`config.mk`:
```
export PLATFORM = sky130hd
export DESIGN_NAME = cordic_rotacao_seno_cosseno
export DESIGN_NICKNAME = d
export VERILOG_FILES = /design/src/rtl/cordic_rotacao_seno_cosseno.sv
export SDC_FILE = /design/constraint.sdc
export NUM_CORES = 1
export LEC_CHECK = 0
export CAP_MARGIN = 0
export CORE_ASPECT_RATIO = 0.9
export CORE_UTILIZATION = 45
export DETAILED_ROUTE_END_ITERATION = 8
export DONT_BUFFER_PORTS = 1
export PLACE_DENSITY = 0.63
export SLEW_MARGIN = 0
export SYNTH_ARGS = -nofsm -noshare
export SYNTH_HDL_FRONTEND = slang
export SYNTH_SLANG_ARGS = --single-unit
```
`constraint.sdc`:
```
create_clock -name clk -period 7.95 [get_ports clk]
set_clock_uncertainty 0.1 [all_clocks]
set_input_delay 1.9875 -clock clk [delete_from_list [all_inputs] [get_ports clk]]
set_output_delay 1.9875 -clock clk [all_outputs]
set_load 0.02 [all_outputs]
```
`src/rtl/cordic_rotacao_seno_cosseno.sv`:
```
// Iterative rotation-mode CORDIC producing cos/sin in Q16.16.
// A quadrant code from the upstream correction stage maps the result back to the original angle.
module cordic_rotacao_seno_cosseno #(
    parameter int unsigned WIDTH = 32,
    parameter int unsigned ITER  = 16
) (
    input  logic                    clk,
    input  logic                    rst,
    input  logic                    enable,
    input  logic signed [WIDTH-1:0] z_in,
    input  logic        [2:0]       quadrante,
    output logic signed [WIDTH-1:0] cos_out,
    output logic signed [WIDTH-1:0] sin_out,
    output logic                    busy,
    output logic                    done
);

    localparam int unsigned CNT_W = 5;

    typedef enum logic [1:0] {
        S_IDLE    = 2'd0,
        S_ROTATE  = 2'd1,
        S_CORRECT = 2'd2
    } state_t;

    // atan(2^-i) scaled by 2^16
    function automatic logic signed [WIDTH-1:0] atan_lut(input logic [CNT_W-1:0] idx);
        case (idx)
            5'd0:    return WIDTH'(51472);
            5'd1:    return WIDTH'(30386);
            5'd2:    return WIDTH'(16055);
            5'd3:    return WIDTH'(8150);
            5'd4:    return WIDTH'(4091);
            5'd5:    return WIDTH'(2047);
            5'd6:    return WIDTH'(1024);
            5'd7:    return WIDTH'(512);
            5'd8:    return WIDTH'(256);
            5'd9:    return WIDTH'(128);
            5'd10:   return WIDTH'(64);
            5'd11:   return WIDTH'(32);
            5'd12:   return WIDTH'(16);
            5'd13:   return WIDTH'(8);
            5'd14:   return WIDTH'(4);
            5'd15:   return WIDTH'(2);
            default: return WIDTH'(0);
        endcase
    endfunction

    state_t                  state_q, state_d;
    logic signed [WIDTH-1:0] x_q, x_d;
    logic signed [WIDTH-1:0] y_q, y_d;
    logic signed [WIDTH-1:0] z_q, z_d;
    logic        [CNT_W-1:0] i_q, i_d;
    logic        [2:0]       q_q, q_d;
    logic signed [WIDTH-1:0] cos_q, cos_d;
    logic signed [WIDTH-1:0] sin_q, sin_d;
    logic                    busy_q, busy_d;
    logic                    done_q, done_d;

    // State register
    always_ff @(posedge clk or negedge rst) begin
        if (!rst) begin
            state_q <= S_IDLE;
        end else begin
            state_q <= state_d;
        end
    end

    // Next-state logic
    always_comb begin
        state_d = state_q;
        case (state_q)
            S_IDLE:    if (enable) state_d = S_ROTATE;
            S_ROTATE:  if (i_q == CNT_W'(ITER - 1)) state_d = S_CORRECT;
            S_CORRECT: state_d = S_IDLE;
            default:   state_d = S_IDLE;
        endcase
    end

    // Datapath and output logic; old x/y feed both cross terms of a micro-rotation
    always_comb begin
        x_d    = x_q;
        y_d    = y_q;
        z_d    = z_q;
        i_d    = i_q;
        q_d    = q_q;
        cos_d  = cos_q;
        sin_d  = sin_q;
        done_d = 1'b0;
        busy_d = (state_d != S_IDLE);
        case (state_q)
            S_IDLE: begin
                if (enable) begin
                    x_d = WIDTH'(39797);
                    y_d = '0;
                    z_d = z_in;
                    q_d = quadrante;
                    i_d = '0;
                end
            end
            S_ROTATE: begin
                if (!z_q[WIDTH-1]) begin
                    x_d = x_q - (y_q >>> i_q);
                    y_d = y_q + (x_q >>> i_q);
                    z_d = z_q - atan_lut(i_q);
                end else begin
                    x_d = x_q + (y_q >>> i_q);
                    y_d = y_q - (x_q >>> i_q);
                    z_d = z_q + atan_lut(i_q);
                end
                i_d = i_q + CNT_W'(1);
            end
            S_CORRECT: begin
                done_d = 1'b1;
                case (q_q)
                    3'd1: begin
                        cos_d = -y_q;
                        sin_d = x_q;
                    end
                    3'd2, 3'd3: begin
                        cos_d = -x_q;
                        sin_d = -y_q;
                    end
                    3'd4: begin
                        cos_d = y_q;
                        sin_d = -x_q;
                    end
                    default: begin
                        cos_d = x_q;
                        sin_d = y_q;
                    end
                endcase
            end
            default: ;
        endcase
    end

    // Datapath and output registers
    always_ff @(posedge clk or negedge rst) begin
        if (!rst) begin
            x_q    <= '0;
            y_q    <= '0;
            z_q    <= '0;
            i_q    <= '0;
            q_q    <= '0;
            cos_q  <= '0;
            sin_q  <= '0;
            busy_q <= 1'b0;
            done_q <= 1'b0;
        end else begin
            x_q    <= x_d;
            y_q    <= y_d;
            z_q    <= z_d;
            i_q    <= i_d;
            q_q    <= q_d;
            cos_q  <= cos_d;
            sin_q  <= sin_d;
            busy_q <= busy_d;
            done_q <= done_d;
        end
    end

    assign cos_out = cos_q;
    assign sin_out = sin_q;
    assign busy    = busy_q;
    assign done    = done_q;

endmodule

```
# [Word level (Yosys, flattened, before mapping)]
# Memories as Yosys holds them, arrays and structs flattened.
# Index checks and enable logic that the tools add are counted.
[totals] output_inout_bits=66 input_bits=38 reg_bits=172 wordCells=60 n_memories=2 mem_bits_ro=512
[mem_list] name="(name not given)" words=16 width=16 rd=1 rd_clocked_by_memory_dff=0 write_ports=0 line="28" rtl="case (idx)"
[mem_list] name="(name not given)" words=16 width=16 rd=1 rd_clocked_by_memory_dff=0 write_ports=0 line="28"
[op_classes] muxes=23 n_shift=2 reduce_logical=6 addsub=9 eq_ne=8
[ops] cell="$mux W32" count=12
[ops] cell="$pmux W32 S2" count=3
[ops] cell="$pmux W32 S3" count=2
[ops] cell="$add A32 B32 Y32" count=3
[ops] cell="$sub A32 B32 Y32" count=3
[ops] cell="$neg A32 Y32" count=2
[ops] cell="$sshr A32 B5 Y32" count=2
[ops] cell="$pmux W5 S2" count=1
[ops] cell="$eq A3 B2 Y1 const B" count=2
[ops] cell="$add A5 B1 Y5 const B" count=1
[ops] cell="$eq A5 B4 Y1 const B" count=1
[ops] cell="$mux W5" count=1
[ops] cell="$mux W2" count=2
[ops] cell="$pmux W2 S2" count=1
[ops] cell="$reduce_and A2 Y1" count=2
[ops] cell="$reduce_bool A2 Y1" count=2
[ops] cell="$eq A3 B1 Y1 const B" count=1
[ops] cell="$eq A3 B3 Y1 const B" count=1
[ops] cell="$eq A2 B1 Y1 const B" count=1
[ops] cell="$eq A2 B2 Y1 const B" count=1
[ops] cell="$logic_not A2 Y1" count=1
[ops] cell="$ne A2 B2 Y1 const B" count=1
[ops] cell="$reduce_or A2 Y1" count=1
[ops] cell="$mux W1" count=1

# [Longest topological paths before layout]
# Gate-level depths: netlist of run 1.
# An unclocked memory read counts as a cell.
[depth] ltp_word=7 ltp_mapped=28 depth_no_buf=24

# [Worst setup path before layout of run 1]
# OpenSTA, ideal clock, no wires.
[synth_timing] kind="flip-flop to flip-flop" startpoint="reg i_q[0]" endpoint="reg y_q[30]" stages_incl_launch_ff=23 setup_slack_ps=2087 n_path_buf=4 arrival_ps=5632 setup_time_ps=131 required_ps=7719 period_less_slack_ps=5863 cell_sequence="dfrtp_1 buf_4 buf_2 buf_2 mux4_2 a211o_1 nor3_1 and4_1 buf_2 a21oi_1 xnor2_1 ha_1 a21o_1 a21o_1 a211o_1 a21oi_1 o21ai_0 a31oi_1 o21ai_0 a221oi_1 o21ai_0 and4_1 or3_1"
[synth_between] elab_chain_cells=4 elab_cells_between_ends=5 cone_classes="add/sub (2); shift (1); mux (2)"
[synth_rtl] item="start, declared" line="53" rtl="logic [CNT_W-1:0] i_q, i_d;"
[synth_rtl] item="start signal, assigned" line="154" rtl="i_q <= i_d;"
[synth_rtl] item="$sshr A32 B5 Y32 *" line="104, 108"
[synth_rtl] item="$add A32 B32 Y32 / $sub A32 B32 Y32 (equally long branches)" line="104, 108"
[synth_rtl] item="$mux W32 *" line="102" rtl="if (!z_q[WIDTH-1]) begin"
[synth_rtl] item="$pmux W32 S2 *" line="91" rtl="case (state_q)"
[synth_rtl] item="end signal, assigned" line="152" rtl="y_q <= y_d;"
[synth_rtl] item="end, declared" line="51" rtl="logic signed [WIDTH-1:0] y_q, y_d;"
# Mark *: on every way between the ends. The rest lies on a longest branch, timed or not.
# A chain may end at the register's enable or synchronous reset.

# [Worst setup path after layout of run 1]
# Same ends and word-level chain as after synthesis.

==> results summary, run 1 <==
The worst endpoint data arrival time is around 7.3 ns. The via count of the first global-routing pass is approximately 20k. The most used flip-flop cell after synthesis is dfrtp_1.

After layout, the minimum clock period comes to 7.04 ns. By area the synthesized netlist is led by dfrtp_1 (20%), mux4_2 (7.7%), o21ai_0 (6.6%). Walking the worst path, the cells encountered are buf_4, mux4_2, a22oi_1, o22ai_1, a211oi_1, and2_1, and4_1, a21oi_1, xnor2_1, ha_1, a21o_1, a21o_1, a211o_1, a21oi_1, o21ai_0, a31oi_1, o21ai_0, a221oi_1, o21ai_0, and4_1, or3_1. The highest clock frequency the design can meet came out at around 0.14 GHz. Summing all placed instances gives a cell area of 21600 µm². The number of standard cells in the layout, taps in and fillers out came out at 3155. The starting DRC count in detailed routing is around 2.7k. The maximum net fanout on the critical path came out at 62. The total detailed-routing wirelength came out at approximately 80000 µm. The leading cell type in the layout, fill and taps excluded is nand2_1. The number of nets with antenna violations after detailed routing came out at 0.

In the synthesized netlist, the number of instances is 2672. The number of design rule violations left after detail routing is 0. The mapped netlist covers 21400 µm². The reg2reg setup slack came out at slightly above 0.9 ns. For this design, the slowest cell found on the critical path is dfrtp_4. The worst register-to-register path begins at i_q[0].

The portion of the clock cycle consumed by the worst path in the final layout is between 80% and 90%. The number of hold-slack violations in the final timing report is 0. The die extent in y came out at 209 µm.

The area added between synthesis and finish is 3.77%. Clock latency on the worst-skew pair, taken at its later pin, is 0.51 ns. The total of warnings raised by yosys came out at 0. Detailed routing inserted a total of about 21k vias. The share of synthesized area in the top cell type comes to 20.1%. The biggest cell delay along the critical path is approximately 1.1 ns. After detailed routing, the average wire length per cell comes to roughly 25 µm. The number of clock sinks is approximately 170. The flow ran to the end, and the final reports show no timing, DRC or antenna violations. Entering global routing, the biggest net connects about 170 pins. The mean area per synthesized cell came out at around 8 µm².

The worst hold path begins at z_q[23]. The residual overflow from global routing came out at 0. At the pin with the least slew margin, the transition time is between 1 and 1.5 ns. In this run the worst hold path is classified as register to register. The wire length of the first global-routing pass is roughly 120000 µm. The number of max-slew violations in the final report came to 0. Setup repair after global routing left no endpoint under its margin.

The total nets after synthesis came out at ~2.8k. STA classifies the critical path endpoint as a register. The worst setup timing slack at the placement stage is 0.983 ns. Dividing the detail-routed via count by the number of cells gives between 6 and 7. The core footprint came out at between 40000 and 50000 µm². The deepest level of the CTS H-tree is 4. The number of synthesized flops with an enable pin is 0. The number of placed instances with taps included came out at 3123. The unique cell type count in the Yosys netlist is approximately 100.

The worst setup margin came out at between 0.9 and 1 ns. The floorplan step set the die width to roughly 230 µm. The final RePlAce weighted congestion is roughly 1.0.

The number of input and output port buffers inserted came out at 0. STA puts the critical path data required time at about 8.3 ns. The deepest clock path buffer count is 2. In this run the critical register-to-register path is captured at y_q[30]. The worst reg-to-reg path cell count came out at 21. After clock tree synthesis, the clock-pin slew on the worst setup and hold paths is roughly 0.08 ns. The final layout contains between 2k and 3k nets. In this run, synthesis produced a sequential element count of between 150 and 200. Of the cells placed in the final design, the portion with a size suffix greater than 1 is a little over a tenth. The dominant cell type by area after synthesis is dfrtp_1.

The sequential-to-total area share from yosys stat came out at between 20% and 30%. Once the clock tree was built, the resizer swapped 0 gates to a different size. The number of filler instances in the final layout is 4554. Across every metal layer, demand over resource in global routing totals approximately 33%. The worst setup path is of the register to register kind.

The root buffer cell chosen for the clock tree is clkbuf_16. Once the floorplan was initialized, standard cells occupied 45.8% of the core. The max capacitance violation total is 0.

The multi-input combinational cell area is between 15000 and 20000 µm². The number of iterations in the first detailed-routing pass came out at 5. The worst pin sits at a relative slew slack of 27.8%. The critical path launch point type is a register. Leaving out fill and tap cells, the most frequent cells in the layout are nand2_1 (293), o21ai_0 (284), nor2_1 (231), a21oi_1 (227), dfrtp_1 (163). The setup TNS came out at 0 ns.

Counting flops with an async set or reset pin after synthesis yields a share of 100%. In this run the post-CTS setup repair buffer count came out at 0. The path with the worst hold slack has its endpoint at z_q[23]. The number of cell rows came out at 75.

The antenna diode instance count is 0. The floorplan die area came out at between 40000 and 50000 µm². The number of hold buffers added after CTS was 0. The worst hold path stage count came out at 2. Summing all flip-flop and latch instances after layout gives 4320 µm². The final non-filler cell area came out at between 20000 and 25000 µm². The I/O pin total came out at roughly 100. The final HPWL from detailed placement is 57300 µm.

The total clock buffers created by CTS came out at 17. TritonCTS built the clock tree. The most numerous cell on the critical path is o21ai_0. The final-report setup violation count is 0.

The initial antenna violation count came out at 2.
[per-layer routing]
metal  part of all wire [%]  routed length [µm]  GRT usage (%)
met2                     42               33600           47.2
met5                  0.038                  30              0
met3                     10                8070           6.84
met4                    3.4                2690           12.2
met1                     44               35400           48.1
[sequential cells by signal, indices dropped and copies added (netlist names)]
signal,flops
done,1
i_q,5
x_q,32
sin_out,32
state_q,2
q_q,3
z_q,32
y_q,32
busy,1
cos_out,32
[through the flow]
stage,hold WS (ns),util (%)
after floorplan,0.384,-
after global placement,0.403,46.2
after detailed placement,0.420,46.2
after CTS,0.439,47.5
after global routing,0.467,47.5
final,0.432,47.5
[synth_stat cells, types with 48 or more instances]
cell type / instances
a21oi_1: 227
o22ai_1: 50
nand2_1: 295
o21ai_0: 284
clkbuf_1: 160
ha_1: 112
dfrtp_1: 172
nor3_1: 55
mux2_2: 50
xor2_1: 83
mux2i_1: 48
xnor2_1: 109
mux4_2: 73
nor2_1: 233
[area by class of cell]
| cell class | count | area share, % |
|---|---|---|
| multi-input cells | 2220 | 71.2 |
| inverters | 51 | 0.862 |
| repair buffers | 64 | 2.28 |
| flip-flops and latches | 172 | 19.5 |
| well taps | 616 | 3.47 |
| clock buffers | 17 | 1.92 |
| clock inverters | 15 | 0.817 |
[how the worst max path moves through the flow]
stage | cells past startpoint | slack (ns) | start | endpoint
2_1_floorplan | 22 | 2.09 | i_q[0] | y_q[30]
3_3_place_gp | 21 | 1.05 | i_q[0] | y_q[30]
3_5_place_dp | 21 | 0.98 | i_q[0] | y_q[30]
4_1_cts | 21 | 0.98 | i_q[0] | y_q[30]
5_1_grt | 21 | 0.33 | i_q[0] | y_q[30]
6_report | 21 | 0.91 | i_q[0] | y_q[30]
[worst max-delay path: cells and delay by family (launching register included)]
family,cells,cell delay [ns]
multiplexers,1,0.54
XOR/XNOR,1,0.14
AND/OR/NAND/NOR,4,1.22
flip-flops,1,1.09
buffers and inverters,1,0.38
AO/OA/AOI/OAI,13,3.07
adder cells (fa/ha/maj),1,0.34
[cells by family after synthesis]
kind of cell / synth area share (%)
muxes: 14.7
DFF: 20.1
and+or+nand+nor: 17.4
xor gates and xnor gates: 7.86
adders and majority gates: 6.83
AOI/OAI and AO/OA: 26.9
buffers and inverters: 6.20
Power of run 1 is not shown: default switching activity piles up to over one toggle a cycle in this logic, so the estimate is an artifact.
==> run 2, diff against run 1 <==
--- a/config.mk
+++ b/config.mk
@@ -5,12 +5,11 @@
 export SDC_FILE = /design/constraint.sdc
 export NUM_CORES = 1
 export LEC_CHECK = 0
-export CAP_MARGIN = 0
 export CORE_ASPECT_RATIO = 0.9
-export CORE_UTILIZATION = 45
+export CORE_UTILIZATION = 25
 export DETAILED_ROUTE_END_ITERATION = 8
 export DONT_BUFFER_PORTS = 1
-export PLACE_DENSITY = 0.63
+export PLACE_DENSITY = 0.41
 export SLEW_MARGIN = 0
 export SYNTH_ARGS = -nofsm -noshare
 export SYNTH_HDL_FRONTEND = slang
==> run 2 against run 1 <==
Final area up 3.5%. Clock-buffer cell count is the same. Wire length up 15%. Sequential share of layout area down 0.65 points. Die area increased by 79%. First-iteration DRC count decreased by 23%. Largest cell class unchanged.
==> results summary, run 2 (synthesized netlist as in run 1, its figures left out) <==
The number of design rule violations left after detail routing came out at 0 (unchanged). The die width came out at 310 µm (+34%). The number of input and output port buffers inserted came to 0 (unchanged). The largest net degree at the start of global routing came out at 173 (unchanged).

The number of cell rows is 101 (+35%). The worst-margin pin slew is 1.04 ns (-0.0260 ns). The setup TNS was 0 ns (unchanged). The initial antenna violation count was 4 (+2). The core footprint is 84500 µm² (+81%). The net total in the final layout is 2692 (+0.49%). The number of max-slew violations in the final report came to 0 (unchanged).

STA classifies the critical path startpoint as a register. The deepest clock path buffer count is 2 (unchanged). The number of clock sinks came out at 172 (unchanged).

The critical path required time is 8.24 ns (about the same). The setup path with the least slack is of type register to register. The library cells used most frequently in the layout, excluding fill and tap cells, are nand2_1 (293), o21ai_0 (284), nor2_1 (230), a21oi_1 (227), dfrtp_1 (163). The buffers inserted during post-CTS setup optimization was 0 (unchanged).

TritonCTS built the clock tree. The final HPWL from detailed placement is 66200 µm (+16%). The number of iterations in the first detailed-routing pass is 7 (+2).

The critical path goes through buf_4, mux4_2, mux2_2, a211oi_1, nand4_2, nor4_4, nand2_1, nor2_1, nand2_1, a31oi_1, o211ai_1, ha_1, and2_1, and3_1, nand2_1, o21ai_0, a2111oi_0, o31ai_1, xnor2_1, nor3_1, a211o_1. The worst setup margin came to 0.699 ns (-0.208 ns). The number of hold-repair buffers added at the cts stage came to 0 (unchanged). The overall global routing resource usage was 20.9% (-12 points). The die extent in y came out at 280 µm (+34%). The worst endpoint data arrival time came to 7.54 ns (+0.20 ns). The ratio of routed vias to standard cells came out at 5.73 (-15%). The clock-pin transition on the worst setup and hold timing paths came to 0.09 ns (about the same). The wire length of the first global-routing pass is 135000 µm (+11%). The cell at the root of the clock tree is clkbuf_16. The number of hold-slack violations in the final timing report was 0 (unchanged). Setup repair after global routing left no endpoint under its margin.

The final-report setup violation count is 0 (unchanged). The worst-skew pair later-pin latency is 0.51 ns (about the same). The max capacitance violation total is 0 (unchanged).

The highest clock frequency the design can meet is 0.138 GHz (-2.9%). The portion of the clock cycle consumed by the worst path in the final layout is 91.2% (+2.6 points). The maximum net fanout on the critical path is 55 (-11%). The total detailed-routing wirelength came to 91500 µm (+15%). The total clock buffers created by CTS is 17 (unchanged). The I/O pin total is 104 (unchanged).

The minimum clock period came out at 7.25 ns (+0.208 ns). The largest individual stage delay along the critical path comes from the cell dfrtp_4. The headroom to the max-slew limit is 30.3% (+2.5 points).

The detail-routed net length per standard cell is 24.8 µm (-1.9%). The deepest level of the CTS H-tree is 4 (unchanged). The final RePlAce weighted congestion is 0.930 (-6.6%).

The biggest cell delay along the critical path is 1.00 ns (-0.09 ns). The starting DRC count in detailed routing is 2116 (-23%). The starting utilization of the core area is 25.3% (-20 points). Compared with the post-synthesis result, the final layout area differs by 7.44%. The ratio of cells with drive above 1 in the final layout is 11.3% (+0.49 points). The number of nets with antenna violations after detailed routing came out at 0 (unchanged).

Leaving out fill and tap cells, the most frequent cell in the layout is nand2_1. The via count of the first global-routing pass came out at 20.0k (+1.7%). The worst setup timing slack at the placement stage is 0.743 ns (-0.240 ns).

The via count of the routed design is 21.1k (-0.44%). The worst hold path belongs to the class register to register. STA classifies the critical path endpoint as a register. The quantity of gates resized following cts is 0 (unchanged).

The residual overflow from global routing is 0 (unchanged). The most numerous cell on the critical path is nand2_1. The flow ran to the end, and the final reports show no timing, DRC or antenna violations. The floorplan die area came out at 86800 µm² (+79%).
==> run 2: cell type report <==
type | instances | area, µm²
Fill cell | 9140 | 61600
Multi-Input combinational cell | 2220 | 15800
Sequential cell | 172 | 4320
Tap cell | 1133 | 1420
Timing Repair Buffer | 77 | 616
Clock buffer | 17 | 425
Clock inverter | 15 | 196
Inverter | 51 | 191
Antenna cell | 5 | 12.5
==> run 2: layer usage <==
metal  global-route usage, %  share of wire [%]  vias to the layer above
li1                        -                  -                     9623
met1                    30.3                 47                    10500
met2                    31.0                 43                      860
met3                    3.74                7.7                      109
met4                    6.33                2.4                        0
met5                       0                  0                        -
==> run 2: worst max-delay path: cells and delay by family, from the launching register on <==
kind | cells | cell delay (ns)
AOI/OAI and AO/OA | 7 | 2.14
and+or+nand+nor | 9 | 1.88
DFF | 1 | 1.00
muxes | 2 | 0.96
buffers and inverters | 1 | 0.43
adders and majority gates | 1 | 0.37
xor gates and xnor gates | 1 | 0.23
==> run 2: per-stage QoR <==
step / utilization, % / instance area [µm²] / cells / hold WS (ns)
final: 27.2 / 23000 / 3690 / 0.431
after global routing: 27.2 / 23000 / 3685 / 0.466
after detailed placement: 26.4 / 22400 / 3653 / 0.419
after global placement: 26.4 / 22400 / 3653 / 0.412
after CTS: 27.2 / 23000 / 3685 / 0.440
after floorplan: - / 21400 / 2672 / 0.384
==> run 2: path summary, 6_finish.rpt <==
check | depth (start not counted) | endpoint | start | slack (ns)
worst min register to register | 2 | z_q[26] | z_q[26] | 0.43
worst min-delay path | 2 | z_q[26] | z_q[26] | 0.43
worst max-delay path | 21 | x_q[31] | i_q[0] | 0.70
min in group asynchronous | 0 | cos_out[28] | rst | 1.09
worst max register to register | 21 | x_q[31] | i_q[0] | 0.70
max in group asynchronous | 0 | i_q[0] | rst | 6.22
Power of run 2 is left out for the same reason.
